$ cat config.mk
export PLATFORM = sky130hd
export DESIGN_NAME = fetch_pc
export DESIGN_NICKNAME = d
export VERILOG_FILES = /design/src/rtl/fetch_pc.sv
export SDC_FILE = /design/constraint.sdc
export NUM_CORES = 1
export LEC_CHECK = 0
export CORE_MARGIN = 8
export CORE_UTILIZATION = 45
export CTS_CLUSTER_DIAMETER = 60
export DETAILED_ROUTE_END_ITERATION = 7
export PLACE_DENSITY = 0.78
export SLEW_MARGIN = 20
export SYNTH_ARGS = -nofsm -noshare
export SYNTH_HDL_FRONTEND = slang
export SYNTH_SLANG_ARGS = --single-unit
$ cat constraint.sdc
create_clock -name clk -period 3.85 [get_ports clk]
set_input_delay 0.385 -clock clk [delete_from_list [all_inputs] [get_ports clk]]
set_output_delay 0.385 -clock clk [all_outputs]
set_load 0.005 [all_outputs]
$ cat src/rtl/fetch_pc.sv
// Instruction-fetch front end: owns the fetch PC, issues one word request at a
// time to instruction memory and fills the IF/ID register. Redirects squash younger work.
module fetch_pc #(
  parameter logic [29:0] RESET_PC = 30'h00000C00
) (
  input  logic        clk,
  input  logic        reset,
  input  logic        redirect,
  input  logic [29:0] JPC,
  input  logic        stall,
  output logic        imem_req,
  output logic [29:0] imem_addr,
  input  logic        imem_ready,
  input  logic        imem_rvalid,
  input  logic [31:0] imem_rdata,
  output logic        if_valid,
  output logic [31:0] if_instr,
  output logic [29:0] if_pcp1
);

  typedef enum logic [1:0] {IDLE, WAIT, DROP} st_t;

  st_t         st;
  logic [29:0] fa;
  logic        pend;
  logic [29:0] pend_tgt;
  logic [29:0] iss_pcp1;
  logic        accept;
  logic        capture;
  logic [29:0] nxt;

  assign imem_addr = redirect ? JPC : (pend ? pend_tgt : fa);
  // Only issue when the IF/ID slot will be free by the time data returns.
  assign imem_req  = !reset && (st == IDLE) && (!if_valid || !stall || redirect);
  assign accept    = imem_req && imem_ready;
  assign capture   = (st == WAIT) && imem_rvalid && !redirect;
  assign nxt       = imem_addr + 30'd1;

  always_ff @(posedge clk) begin
    if (reset) begin
      st       <= IDLE;
      fa       <= RESET_PC;
      pend     <= 1'b0;
      pend_tgt <= '0;
      iss_pcp1 <= '0;
      if_valid <= 1'b0;
      if_instr <= '0;
      if_pcp1  <= '0;
    end else begin
      // A redirect accepted in the same cycle already went out as JPC.
      if (accept) begin
        fa       <= nxt;
        iss_pcp1 <= nxt;
        pend     <= 1'b0;
      end else if (redirect) begin
        pend     <= 1'b1;
        pend_tgt <= JPC;
      end

      case (st)
        IDLE: if (accept) st <= WAIT;
        WAIT: begin
          if (imem_rvalid)   st <= IDLE;
          else if (redirect) st <= DROP;
        end
        DROP: if (imem_rvalid) st <= IDLE;
        default: st <= IDLE;
      endcase

      if (redirect) begin
        if_valid <= 1'b0;
      end else if (capture) begin
        if_valid <= 1'b1;
        if_instr <= imem_rdata;
        if_pcp1  <= iss_pcp1;
      end else if (if_valid && !stall) begin
        if_valid <= 1'b0;
      end
    end
  end

endmodule

==> results.toml <==
[timing]
setup_violations = 0
maxSlewViolCount = 0
worst_pin_slew_ns = 1.060
slew_headroom_pct = 29.25
finalHoldViolations = 0
hold_ws_ns = 0.4497
min_period_ns = 3.251
post-route-period-util_pct = 84.44
tns_ns = 0
fmax_ghz = 0.3076
clock_skew_ns = 0.01070
rsz0062_at_grt = "no"

[die]
die_y_um = 129.6
dieArea_sq_mm = 0.01680
die_w_um = 129.6
coreArea_sq_mm = 0.01262
start_util_pct = 46.04
pin_count = 162
rows = 41

[drt]
drtIter0Drc = 531
wl_um = 17580
drtAntennaViolNets = 0
drc_errors = 0
viasPerCell = 5.316
vias = 5624
dr.pass1.iters = 5
post_drt_wl_per_cell_um = 16.61

[synth]
synth_xor_area_share_pct = 1.960
synth_ff_type = "dfxtp_1"
synth-compound-area-share_pct = 14.94
synth-edff-count = 0
synthMuxAreaShare_pct = 6.568
ys_seq_area_share_pct = 44.10
synth_top_family_by_area = "simple AND/OR/NAND/NOR gates"
syn_area_sq_mm = 0.005811
synth_cells = 735
syn-num-nets = 804
avgSynthCellArea_sq_um = 7.906
synthAdderAreaFrac_pct = 0.2153
async_reset_ff_share_pct = 0
ys_seq_elements = 128
yosysWarnings = 0
synth.distinct_cells = 52
yosys.area_share.simple_pct = 26.31

[power_and_ir_drop]
power_mw = 3.569
p_leak_nw = 2.903
cellPowerDensity_mw_per_mm2 = 439.5
ir_worst_vdd_mv = 0.2814

[clock_network]
clock_path_buffers = 2
hold_buffers = 0
cts_sinks = 128
clk_pin_slew_ns = 0.06
cts_tree = "built"
cts_resized = 0
cts_htree_levels = 4
root_buffer = "clkbuf_16"
clkLatencyLatePin_ns = 0.42
post-cts-setup-buffers = 0
cts_buffers = 17

[cells_and_area]
drive_gt1_share_pct = 8.362
mostFrequentLayoutCells = "nand2_1, clkdlybuf4s50_1, dfxtp_1"
final_common_cell = "nand2_1"
syn2layout_area_growth_pct = 39.75
nNetsFinal = 941

[grt]
antenna_found_initial = 0
grt_pass1_vias = 5426
grt_max_degree = 100
grt_pass1_wl_um = 27610
gr-total-overflow = 0
grtUsageTotal_pct = 20.76

[job]
cap_violations = 0

[worst_setup_path]
path_class = "flip-flop to output port"
crit_required_ns = 3.46
cp_max_fo = 19
crit_path_end_kind = "output port"
critPathLaunchType = "flip-flop"
critPathArrivalTime_ns = 2.87

[place]
port_buffers = 161
dpl.hpwl_um = 11850
gp_congestion = 0.8338

[run_status]
outcome = "completed"

[min_path]
holdCritPathClass = "flip-flop to flip-flop"
synthesized netlist by cell type (2+ instances only):
master / n / area, sq um
nand3_2: 2 / 20.02
nor4_4: 2 / 42.54
a31oi_1: 2 / 12.51
buf_6: 3 / 33.78
o21ai_1: 10 / 50.05
nand3_1: 46 / 230.2
nand2_1: 221 / 829.6
or4_1: 10 / 75.07
clkbuf_1: 44 / 165.2
nand2_2: 2 / 12.51
nor3_1: 4 / 20.02
nand4_1: 7 / 43.79
dfxtp_1: 128 / 2562
a211oi_1: 2 / 15.01
mux2_4: 2 / 30.03
nor4b_1: 2 / 17.52
o211ai_1: 9 / 67.56
o311ai_1: 3 / 26.28
and2_1: 5 / 31.28
o21ai_0: 18 / 90.09
buf_12: 2 / 40.04
and4_1: 4 / 35.03
nor2_1: 12 / 45.04
and3_1: 4 / 25.02
o21a_1: 5 / 37.54
or4b_1: 4 / 40.04
mux2i_1: 27 / 270.3
a21oi_1: 95 / 475.5
buf_4: 4 / 30.03
xnor2_1: 8 / 70.07
inv_1: 11 / 41.29
xor2_1: 5 / 43.79
nor2b_1: 3 / 18.77
buf_2: 5 / 25.02
o21ai_2: 5 / 43.79
mux2_2: 3 / 33.78
cell families after synthesis:
group | count (synthesis)
AND/OR/NAND/NOR | 333
flip-flops | 128
buffers and inverters | 71
XOR/XNOR | 13
multiplexers | 35
AO/OA/AOI/OAI | 154
adder cells (fa/ha/maj) | 1
routing by layer:
metal | track usage, % | routed length [um] | up-vias | part of all wire [%]
met5 | 0 | 0 | - | 0
met4 | 6.284 | 209 | 0 | 1.2
met1 | 25.56 | 7962 | 2642 | 45
met2 | 34.52 | 8402 | 176 | 48
li1 | - | - | 2783 | -
met3 | 5.793 | 1002 | 23 | 5.7
registers in the layout, summed over array words and instances, names as in the netlist:
signal and count:
st 2, if_valid 1, iss_pcp1 2, pend_tgt 30, pend 1, if_instr 32, fa 30, if_pcp1 30
worst max-delay path, cell delays in order, from the launching register on:
cell             delay [ns]
dfxtp_2                0.64
buf_4                  0.41
mux2_1                 0.37
mux2i_1                0.39
inv_1                  0.14
clkdlybuf4s50_1        0.49
stage by stage:
step	util, %	cell area [sq um]	setup WS, ns	cells
final	64.35	8120	0.5992	1058
after global routing	64.33	8118	0.4473	1057
after global placement	59.33	7487	0.8801	1025
after floorplan	-	5811	1.204	735
after CTS	64.33	8118	0.6140	1057
after detailed placement	59.33	7487	0.7967	1025
power breakdown:
part / internal (mW) / switching [mW]
registers: 1.38 / 0.0420
clock network: 1.13 / 0.584
logic: 0.214 / 0.221
worst paths after layout:
kind                   start            to  slack, ns  cells past startpoint
setup / recovery        pend  imem_addr[5]       0.60                      5
hold / removal    if_pcp1[8]    if_pcp1[8]       0.45                      2
setup reg to reg        pend        fa[25]       0.92                      7
hold reg to reg   if_pcp1[8]    if_pcp1[8]       0.45                      2
final cells by class:
| cell class | count | area (sq um) |
|---|---|---|
| Fill cell | 1116 | 4499 |
| Multi-Input combinational cell | 536 | 2939 |
| Sequential cell | 128 | 2564 |
| Timing Repair Buffer | 177 | 1724 |
| Clock buffer | 21 | 470.5 |
| Tap cell | 172 | 215.2 |
| Clock inverter | 11 | 160.2 |
| Inverter | 12 | 45.04 |
| Antenna cell | 1 | 2.502 |
Power figures use the tool's default switching activity.
